**src/rtl/wb_retire_if.sv**
```systemverilog
// wb_retire_if: groups the execute->retire result handshake and the
// store request/acknowledge port of the write-back stage.
//   wb_valid/wb_ready       result handshake (ready = queue not full)
//   wb_nop, wb_dstty        bubble flag, destination type (0=REG, 1=MEM)
//   wb_dstreg, wb_size      destination register index, size code
//   wb_result, wb_addr      result value, store address
//   st_req/st_ack           store request, single-cycle acknowledge
//   st_addr/st_data/st_size store payload, held while st_req is high
interface wb_retire_if;
    logic        wb_valid;
    logic        wb_ready;
    logic        wb_nop;
    logic [1:0]  wb_dstty;
    logic [3:0]  wb_dstreg;
    logic [1:0]  wb_size;
    logic [63:0] wb_result;
    logic [63:0] wb_addr;

    logic        st_req;
    logic [63:0] st_addr;
    logic [63:0] st_data;
    logic [1:0]  st_size;
    logic        st_ack;

    modport slave (
        input  wb_valid, wb_nop, wb_dstty, wb_dstreg, wb_size, wb_result, wb_addr,
        input  st_ack,
        output wb_ready,
        output st_req, st_addr, st_data, st_size
    );

    modport master (
        output wb_valid, wb_nop, wb_dstty, wb_dstreg, wb_size, wb_result, wb_addr,
        output st_ack,
        input  wb_ready,
        input  st_req, st_addr, st_data, st_size
    );
endinterface

```
**src/rtl/wb_retire.sv**
```systemverilog
// wb_retire: write-back/retire stage. Buffers execute results in an in-order
// queue and retires at most one per cycle: register results are merged into
// the 16x64 architectural file with x86 partial-width rules, memory results
// are issued on the store request/acknowledge port.
// Ports:
//   clk, reset  clock, synchronous active-low reset
//   bus         wb_retire_if.slave (result handshake + store port)
//   regx        registered architectural register file, read by operand fetch
//   pending     bit r set while any queued register entry targets r
//   busy        queue non-empty or store in flight
module wb_retire #(
    parameter int unsigned DEPTH    = 4,
    parameter logic [63:0] RSP_INIT = 64'h0
) (
    input  logic              clk,
    input  logic              reset,
    wb_retire_if.slave        bus,
    output logic [63:0]       regx [16],
    output logic [15:0]       pending,
    output logic              busy
);
    localparam int unsigned PW = (DEPTH > 1) ? $clog2(DEPTH) : 1;
    localparam logic [PW:0] FULL_CNT = (PW+1)'(DEPTH);

    typedef enum logic {S_IDLE, S_STORE} state_t;

    typedef struct packed {
        logic        mem;
        logic [3:0]  dreg;
        logic [1:0]  size;
        logic [63:0] res;
        logic [63:0] addr;
    } entry_t;

    state_t      state_q, state_d;
    entry_t      q_q [DEPTH];
    entry_t      q_d [DEPTH];
    logic [PW-1:0] head_q, head_d, tail_q, tail_d;
    logic [PW:0]   count_q, count_d;
    logic [63:0] regx_q [16];
    logic [63:0] regx_d [16];
    logic [63:0] st_addr_q, st_addr_d, st_data_q, st_data_d;
    logic [1:0]  st_size_q, st_size_d;

    logic        push, pop;
    entry_t      head_e;
    logic [PW-1:0] pend_off;

    function automatic logic [63:0] size_mask(input logic [1:0] sz);
        case (sz)
            2'b00:   size_mask = 64'h0000_0000_0000_00FF;
            2'b01:   size_mask = 64'h0000_0000_0000_FFFF;
            2'b10:   size_mask = 64'h0000_0000_FFFF_FFFF;
            default: size_mask = '1;
        endcase
    endfunction

    // 8/16-bit writes keep the upper bits; 32-bit writes zero-extend.
    function automatic logic [63:0] merge(input logic [63:0] old,
                                          input logic [63:0] res,
                                          input logic [1:0]  sz);
        logic [63:0] m;
        m = size_mask(sz);
        if (sz[1]) merge = res & m;
        else       merge = (old & ~m) | (res & m);
    endfunction

    assign bus.wb_ready = (count_q != FULL_CNT);
    assign bus.st_req   = (state_q == S_STORE);
    assign bus.st_addr  = st_addr_q;
    assign bus.st_data  = st_data_q;
    assign bus.st_size  = st_size_q;
    assign busy         = (count_q != '0) || (state_q == S_STORE);
    assign regx         = regx_q;

    always_comb begin
        state_d   = state_q;
        q_d       = q_q;
        head_d    = head_q;
        tail_d    = tail_q;
        regx_d    = regx_q;
        st_addr_d = st_addr_q;
        st_data_d = st_data_q;
        st_size_d = st_size_q;
        pop       = 1'b0;
        head_e    = q_q[head_q];

        push = bus.wb_valid && bus.wb_ready && !bus.wb_nop && !bus.wb_dstty[1];

        case (state_q)
            S_IDLE: begin
                if (count_q != '0) begin
                    if (!head_e.mem) begin
                        regx_d[head_e.dreg] = merge(regx_q[head_e.dreg], head_e.res, head_e.size);
                        pop = 1'b1;
                    end else begin
                        st_addr_d = head_e.addr;
                        st_data_d = head_e.res & size_mask(head_e.size);
                        st_size_d = head_e.size;
                        state_d   = S_STORE;
                    end
                end
            end
            S_STORE: begin
                // Store entry stays at the head until acknowledged.
                if (bus.st_ack) begin
                    pop     = 1'b1;
                    state_d = S_IDLE;
                end
            end
            default: state_d = S_IDLE;
        endcase

        if (push) begin
            q_d[tail_q] = '{mem:  bus.wb_dstty[0],
                            dreg: bus.wb_dstreg,
                            size: bus.wb_size,
                            res:  bus.wb_result,
                            addr: bus.wb_addr};
            tail_d = tail_q + 1'b1;
        end
        if (pop) head_d = head_q + 1'b1;

        count_d = count_q + {{PW{1'b0}}, push} - {{PW{1'b0}}, pop};
    end

    // Slot i is live when its distance from the head is below the count.
    always_comb begin
        pending  = '0;
        pend_off = '0;
        for (int unsigned i = 0; i < DEPTH; i++) begin
            pend_off = PW'(i) - head_q;
            if (({1'b0, pend_off} < count_q) && !q_q[i].mem)
                pending[q_q[i].dreg] = 1'b1;
        end
    end

    always_ff @(posedge clk) begin
        if (!reset) begin
            state_q   <= S_IDLE;
            head_q    <= '0;
            tail_q    <= '0;
            count_q   <= '0;
            st_addr_q <= '0;
            st_data_q <= '0;
            st_size_q <= '0;
            for (int unsigned i = 0; i < DEPTH; i++) q_q[i] <= '0;
            for (int unsigned i = 0; i < 16; i++)
                regx_q[i] <= (i == 4) ? RSP_INIT : '0;
        end else begin
            state_q   <= state_d;
            head_q    <= head_d;
            tail_q    <= tail_d;
            count_q   <= count_d;
            st_addr_q <= st_addr_d;
            st_data_q <= st_data_d;
            st_size_q <= st_size_d;
            q_q       <= q_d;
            regx_q    <= regx_d;
        end
    end
endmodule
```
**src/flat_wrapper.sv**
```systemverilog
// flat-port wrapper written by rule: the top's interface ports become plain ports
module wb_retire_flat 
#(
    parameter int unsigned DEPTH    = 4,
    parameter logic [63:0] RSP_INIT = 64'h0
)
  (clk, reset, regx, pending, busy, bus_wb_valid, bus_wb_nop, bus_wb_dstty, bus_wb_dstreg, bus_wb_size, bus_wb_result, bus_wb_addr, bus_st_ack, bus_wb_ready, bus_st_req, bus_st_addr, bus_st_data, bus_st_size);
  wb_retire_if bus_i ();
  input  logic clk;
  input  logic reset;
  output logic [63:0] regx[16];
  output logic [15:0] pending;
  output logic busy;
  input wire logic [$bits(bus_i.wb_valid)-1:0] bus_wb_valid;
  input wire logic [$bits(bus_i.wb_nop)-1:0] bus_wb_nop;
  input wire logic [$bits(bus_i.wb_dstty)-1:0] bus_wb_dstty;
  input wire logic [$bits(bus_i.wb_dstreg)-1:0] bus_wb_dstreg;
  input wire logic [$bits(bus_i.wb_size)-1:0] bus_wb_size;
  input wire logic [$bits(bus_i.wb_result)-1:0] bus_wb_result;
  input wire logic [$bits(bus_i.wb_addr)-1:0] bus_wb_addr;
  input wire logic [$bits(bus_i.st_ack)-1:0] bus_st_ack;
  output wire logic [$bits(bus_i.wb_ready)-1:0] bus_wb_ready;
  output wire logic [$bits(bus_i.st_req)-1:0] bus_st_req;
  output wire logic [$bits(bus_i.st_addr)-1:0] bus_st_addr;
  output wire logic [$bits(bus_i.st_data)-1:0] bus_st_data;
  output wire logic [$bits(bus_i.st_size)-1:0] bus_st_size;
  assign bus_i.wb_valid = bus_wb_valid;
  assign bus_i.wb_nop = bus_wb_nop;
  assign bus_i.wb_dstty = bus_wb_dstty;
  assign bus_i.wb_dstreg = bus_wb_dstreg;
  assign bus_i.wb_size = bus_wb_size;
  assign bus_i.wb_result = bus_wb_result;
  assign bus_i.wb_addr = bus_wb_addr;
  assign bus_i.st_ack = bus_st_ack;
  assign bus_wb_ready = bus_i.wb_ready;
  assign bus_st_req = bus_i.st_req;
  assign bus_st_addr = bus_i.st_addr;
  assign bus_st_data = bus_i.st_data;
  assign bus_st_size = bus_i.st_size;
  wb_retire #(.DEPTH(DEPTH), .RSP_INIT(RSP_INIT)) u_core (.clk(clk), .reset(reset), .bus(bus_i), .regx(regx), .pending(pending), .busy(busy));
endmodule
```
**config.mk**
```make
export PLATFORM = sky130hd
export DESIGN_NAME = wb_retire_flat
export DESIGN_NICKNAME = d
export VERILOG_FILES = /design/src/rtl/wb_retire_if.sv /design/src/rtl/wb_retire.sv /design/src/flat_wrapper.sv
export SDC_FILE = /design/constraint.sdc
export NUM_CORES = 2
export LEC_CHECK = 0
export BUFFER_PORTS_ARGS = -buffer_cell sky130_fd_sc_hd__buf_2
export CAP_MARGIN = 0
export CORE_AREA = 3 3 518 520
export CTS_CLUSTER_SIZE = 10
export DETAILED_ROUTE_END_ITERATION = 8
export DIE_AREA = 0 0 521 523
export PLACE_DENSITY = 0.54
export SETUP_SLACK_MARGIN = 0.15
export SYNTH_ARGS = -nofsm -noshare
export SYNTH_HDL_FRONTEND = slang
export SYNTH_SLANG_ARGS = --single-unit
```
**constraint.sdc**
```tcl
create_clock -name clk -period 8.96 [get_ports clk]
set_input_delay 0.448 -clock clk [delete_from_list [all_inputs] [get_ports clk]]
set_output_delay 0.448 -clock clk [all_outputs]
set_load 0.01 [all_outputs]
```
# Yosys cells after proc, flatten, opt, wreduce, memory -nomap -nowiden
# Cells that the tools add are included.
[totals]
regBits = 1702
input_bits = 141
out_inout_bits = 1173
[op_classes]
addsub = 8
order_cmp = 17
eq_ne = 3
muxes = 43
n_bitwise = 13
n_reduce_logical = 24
[op_table]
columns = ["cell", "count"]
rows = [
  ["1024-bit bitwise mux", 1],
  ["64-bit two-way mux", 13],
  ["540-bit bitwise mux", 1],
  ["135-bit two-way mux", 3],
  ["135-bit binary-select mux with 2-bit select", 1],
  ["135-bit demux with 2-bit select", 1],
  ["64-bit binary-select mux with 4-bit select", 1],
  ["64-bit demux with 4-bit select", 1],
  ["64-bit AND", 3],
  ["64-bit one-hot mux with 3 select lines", 1],
  ["16-bit two-way mux", 4],
  ["64-bit NOT", 1],
  ["64-bit bitwise OR", 1],
  ["16-bit bitwise OR", 3],
  ["4-bit by 5-bit < comparator with 1-bit output (second input constant)", 4],
  ["1-bit demux with 4-bit select", 4],
  ["4-bit by 1-bit >= comparator with 1-bit output (second input constant)", 4],
  ["1-bit logical AND", 13],
  ["2-bit by 3-bit < comparator with 1-bit output", 4],
  ["1-bit two-way mux", 10],
  ["3-bit >= comparator (second input constant)", 2],
  ["1-bit logical NOT", 6],
  ["2-bit NOT with 3-bit output", 2],
  ["3-bit AND reduction", 2],
  ["other kinds (17)", 22],
]

# Logic depth before layout (Yosys ltp)
[logic_depth]
ltp_word = 17
mapped_depth = 13

# Worst setup path after synthesis
# OpenSTA, ideal clock, no wires.
[synth_path]
path_kind = "register to output"
startpoint = "reg u_core.head_q[1]"
endpoint = "out pending[0]"
arrival_time_ps = 3013
required_ps = 8512
path_slack_ps = 5499
stages_incl_launch_ff = 12
path_buffers = 4
path_cell_list = "dfxtp_1 -> buf_2 -> buf_2 -> buf_2 -> buf_1 -> inv_1 -> ha_1 -> a21boi_0 -> o21bai_1 -> or4b_2 -> nor3_1 -> or3_1"
[synth_via]
elab_chain_cells = 10
word_cells_on_any_way = 19
classes_between = "4 x add/sub; 4 x order compare; 4 x mux; 3 x bitwise; 4 x reduce/logical"
[synth_rtl]
columns = ["element", "line", "text"]
rows = [
  ["start, declared", "wb_retire.sv:38", "logic [PW-1:0] head_q, head_d, tail_q, tail_d;"],
  ["start signal, assigned", "wb_retire.sv:141", "head_q <= '0;"],
  ["start signal, assigned", "wb_retire.sv:152", "head_q <= head_d;"],
  ["1-bit by 2-bit subtractor with 2-bit output", "wb_retire.sv:132", "pend_off = PW'(i) - head_q;"],
  ["2-bit by 3-bit < comparator with 1-bit output", "wb_retire.sv:133", "if (({1'b0, pend_off} < count_q) && !q_q[i].mem)"],
  ["1-bit logical AND", "wb_retire.sv:133", ""],
  ["16-bit two-way mux", "wb_retire.sv:133", ""],
  ["16-bit bitwise OR (no source line)", "n/a", ""],
  ["16-bit two-way mux", "wb_retire.sv:133", ""],
  ["16-bit bitwise OR (no source line)", "n/a", ""],
  ["16-bit two-way mux", "wb_retire.sv:133", ""],
  ["16-bit bitwise OR (no source line)", "n/a", ""],
  ["16-bit two-way mux *", "wb_retire.sv:133", ""],
  ["end, declared", "flat_wrapper.sv:12", "output logic [15:0] pending;"],
]
# Mark *: on every way between the ends. The rest lies on a longest branch, timed or not.

# Final worst setup path
[layout_path]
startpoint = "reg u_core.head_q[0]"
endpoint = "reg u_core.regx_q, in the netlist u_core.regx[175]"
[layout_via]
elab_chain_cells = 17
word_cells_on_any_way = 31
classes_between = "2 x order compare; 2 x eq/ne; 17 x mux; 7 x bitwise; 3 x reduce/logical"
[layout_rtl]
columns = ["element", "line", "text"]
rows = [
  ["2-bit NOT with 3-bit output (not written as such) *", "wb_retire.sv:86", "head_e = q_q[head_q];"],
  ["135-bit binary-select mux with 2-bit select *", "wb_retire.sv:86", ""],
  ["135-bit two-way mux (not written as such) * (2 in series)", "wb_retire.sv:86", ""],
  ["2-bit == test (tied with other cells)", "wb_retire.sv:50", "case (sz)"],
  ["64-bit one-hot mux with 3 select lines", "wb_retire.sv:50", ""],
  ["64-bit two-way mux", "wb_retire.sv:93", "if (!head_e.mem) begin"],
  ["64-bit two-way mux", "wb_retire.sv:92", "if (count_q != '0) begin"],
  ["64-bit two-way mux", "wb_retire.sv:90", "case (state_q)"],
  ["64-bit NOT", "wb_retire.sv:65", "else merge = (old & ~m) | (res & m);"],
  ["64-bit AND", "wb_retire.sv:65", ""],
  ["64-bit bitwise OR", "wb_retire.sv:65", ""],
  ["64-bit two-way mux", "wb_retire.sv:64", "if (sz[1]) merge = res & m;"],
  ["64-bit two-way mux", "wb_retire.sv:93", ""],
  ["64-bit two-way mux", "wb_retire.sv:92", ""],
  ["64-bit two-way mux", "wb_retire.sv:90", ""],
  ["1024-bit bitwise mux", "wb_retire.sv:94", "regx_d[head_e.dreg] = merge(regx_q[head_e.dreg], head_e.res, head_e.size);"],
  ["end signal, assigned by index", "wb_retire.sv:149", "regx_q[i] <= (i == 4) ? RSP_INIT : '0;"],
  ["end signal, assigned", "wb_retire.sv:159", "regx_q <= regx_d;"],
  ["end, declared", "wb_retire.sv:40", "logic [63:0] regx_q [16];"],
]
# Mark *: on every way between the ends. The rest lies on a longest branch, timed or not. The select of a mux whose other input is x is not followed.
# A chain may end at the register's enable or synchronous reset.

==> results.py <==
metrics = {
    "clocking": {
        "numCtsBuffers": 208,
        "clk_path_buf_depth": 4,
        "clkSlewWorstSetupHoldPaths_ps": 60,
        "htree_levels": 4,
        "cts-root-buf": "clkbuf_16",
        "clkLatencyLatePin_ps": 880,
        "postCtsSetupRepairBufs": 0,
        "cts.sinks": 1702,
        "post_cts_resized": 0,
        "postCtsHoldBufs": 137,
        "cts_tree": "built",
    },
    "power_and_ir_drop": {
        "seq_power_share": 0.426,
        "power.combinational.fraction": 0.154,
        "p_int_uw": 13200,
        "power_uw": 18800,
        "ir_drop_mv": 0.204,
        "p_leak_uw": 0.0332,
        "power_switching_uw": 5600,
        "power_density_nw_per_um2": 216,
        "clock_power_share": 0.420,
        "switching_share": 0.298,
    },
    "floorplan": {
        "die_area_um2": 272000,
        "pin_count": 1314,
        "die_w_um": 521,
        "placeableCoreArea_um2": 265000,
        "row_count": 189,
        "initial_core_util": 0.266,
        "dieHeight_um": 523,
    },
    "detailed_routing": {
        "drt_iter0_markers": 7253,
        "post_drt_wl_per_cell_um": 29.0,
        "drc": 0,
        "viasPerCell": 5.35,
        "drt-pass1-iter-count": 7,
        "ant_nets": 0,
        "dr_total_vias": 67500,
        "wirelength_mm": 366,
    },
    "sta": {
        "period_needed_ps": 5460,
        "worst_pin_slew_ps": 1430,
        "rsz0062_at_grt": "no",
        "clock_skew_ps": 87.7,
        "setup_viol": 0,
        "min_period_over_period": 0.610,
        "max_freq_ghz": 0.183,
        "finalHoldViolCount": 0,
        "maxSlewHeadroom": 0.0452,
        "fin_tns_setup_ps": 0,
        "slew_viol_final": 0,
    },
    "synth": {
        "yosys-top-cells-count": "1739 x nand2_1, 1702 x dfxtp_1, 1242 x a21oi_1, 821 x o21ai_0, 603 x mux2i_1",
        "ys_types": 59,
        "synthesis.nets": 8077,
        "async_reset_ff_frac": 0,
        "synth_top_area_frac": 0.485,
        "yosys_warnings": 0,
        "synth_edf_count": 0,
        "syn_inst": 7925,
        "yosys-top-cells-area": "dfxtp_1 48%, nand2_1 9.3%, a21oi_1 8.8%",
        "yosysTopAreaCell": "dfxtp_1",
        "yosysSeqAreaShare": 0.485,
        "synth-main-ff-cell": "dfxtp_1",
        "avgSynthCellArea_um2": 8.87,
        "synth_seq_cells": 1702,
        "synth_area_um2": 70300,
        "synth.most_common_cell": "nand2_1",
    },
    "placed_design": {
        "hpwl_mm": 264,
        "place_congestion": 0.925,
        "port_buffers": 1313,
    },
    "setup_path": {
        "start_kind": "flip-flop",
        "slowest_delay_ps": 1060,
        "rr_worst_depth": 7,
        "crit_path_frequent_cell": "buf_4",
        "cp_max_fo": 74,
        "cp.required_ps": 9740,
        "critPathBufInv": 2,
        "cp_slowest_cell": "nor4b_4",
        "worst-path-stages": 7,
        "criticalPathCategory": "reg2reg",
        "cpLargestDelayFamily": "simple AND/OR/NAND/NOR gates",
        "cp.arrival_ps": 6250,
        "end_kind": "flip-flop",
        "crit_chain": "buf_4 -> mux4_2 -> nor4b_4 -> and3_4 -> buf_4 -> o21ai_0 -> a31oi_1",
    },
    "global_routing": {
        "overflow": 0,
        "grt_pass1_vias": 61600,
        "antenna_found_initial": 52,
        "grt_pass1_wl_mm": 499,
        "grtUsageTotal": 0.253,
        "grt_max_degree": 210,
    },
    "finish": {
        "nets": 9113,
        "n_fill_cell": 27500,
        "syn_to_final_growth_pct": 23.4,
        "drive_above_1_share": 0.220,
    },
    "outcome": {
        "status": "finished clean",
    },
    "worst_hold_path": {
        "hold_class": "in2reg",
        "holdPathStages": 5,
    },
    "flow_run": {
        "maxCapViolations": 0,
    },
}
-- final timing paths --
check | startpoint | endpoint | slack, ps
max reg2reg | u_core.head_q[0]$_SDFFE_PN0N_ | u_core.regx[175]$_SDFFE_PN0P_ | 3500
min | bus_wb_nop | u_core.tail_q[0]$_SDFFE_PN0P_ | 170
max | u_core.head_q[0]$_SDFFE_PN0N_ | u_core.regx[175]$_SDFFE_PN0P_ | 3500
min reg2reg | u_core.bus.st_addr[52]$_SDFFE_PN0P_ | u_core.bus.st_addr[52]$_SDFFE_PN0P_ | 450
-- layout by cell type (no fill, tap or decap), drive strengths merged, types with 136 or more instances in the layout --
master       instances
a31oi              395
a21oi             1266
o21ai              828
nand2             1739
mux2i              603
clkbuf             269
mux4               136
dlygate4sd3        137
dfxtp             1702
buf               1412
-- cells by family (layout without fill, tap and decap cells) --
group | count (synthesis) | after routing | share of synthesized area
flops | 1702 | 1702 | 0.485
xor+xnor | 5 | 5 | 0.000623
other cells | 0 | 39 | 0
buf+inv | 744 | 1869 | 0.0452
simple gates | 1992 | 1992 | 0.113
compound gates | 2730 | 2730 | 0.225
fa+ha+maj | 11 | 11 | 0.00206
mux | 741 | 741 | 0.130
-- final cells by class --
class	instances	area (um^2)	area share
Multi-Input combinational cell	5479	33200	0.383
Clock inverter	30	415	0.00479
Sequential cell	1702	34100	0.393
Antenna cell	39	97.6	0.00113
Timing Repair Buffer	1549	8780	0.101
Tap cell	3533	4420	0.0510
Clock buffer	269	5630	0.0649
Inverter	21	86.3	0.000995
-- stage by stage --
step                area (um^2)  worst slack (ps)  utilization  hold slack, ps  cells
floorplan                 70300              5500            -             433   7925
detailed placement        79200              3560        0.299             444  12100
finish                    86700              3500        0.328             169  12600
global placement          79200              3710        0.299             438  12100
CTS                       86600              3520        0.327            81.6  12600
global route              86700              3180        0.328             161  12600
-- metal layers --
metal | up-vias | track usage | part of all wire | wire length (um)
li1 | 30300 | - | - | -
met1 | 33300 | 0.324 | 0.41 | 149000
met2 | 3249 | 0.379 | 0.43 | 156000
met3 | 657 | 0.0787 | 0.10 | 36700
met4 | 38 | 0.135 | 0.064 | 23500
met5 | - | 0 | 0.00064 | 233
-- worst reg2reg max path, stage by stage, from the launching register on --
cell and delay, ps:
dfxtp_4 760, buf_4 620, mux4_2 710, nor4b_4 1060, and3_4 850, buf_4 820, o21ai_0 310, a31oi_1 240
-- sequential cells by signal, indices dropped and copies added (netlist names) --
name	count
u_core.bus.st_req	1
u_core.bus.st_data	64
u_core.bus.st_size	2
u_core.q_q	540
u_core.regx	1024
u_core.bus.st_addr	64
u_core.count_q	3
u_core.head_q	2
u_core.tail_q	2
-- power groups by stage --
| stage | combinational (uW) | sequential, uW | clock (uW) |
|---|---|---|---|
| floorplan | 1720 | 8100 | 0 |
| global placement | 2820 | 8150 | 0 |
| detailed placement | 2840 | 8160 | 0 |
| CTS | 2910 | 8000 | 8020 |
| global route | 3070 | 8020 | 8300 |
| finish | 2900 | 8000 | 7880 |
Power figures use the tool's default switching activity.
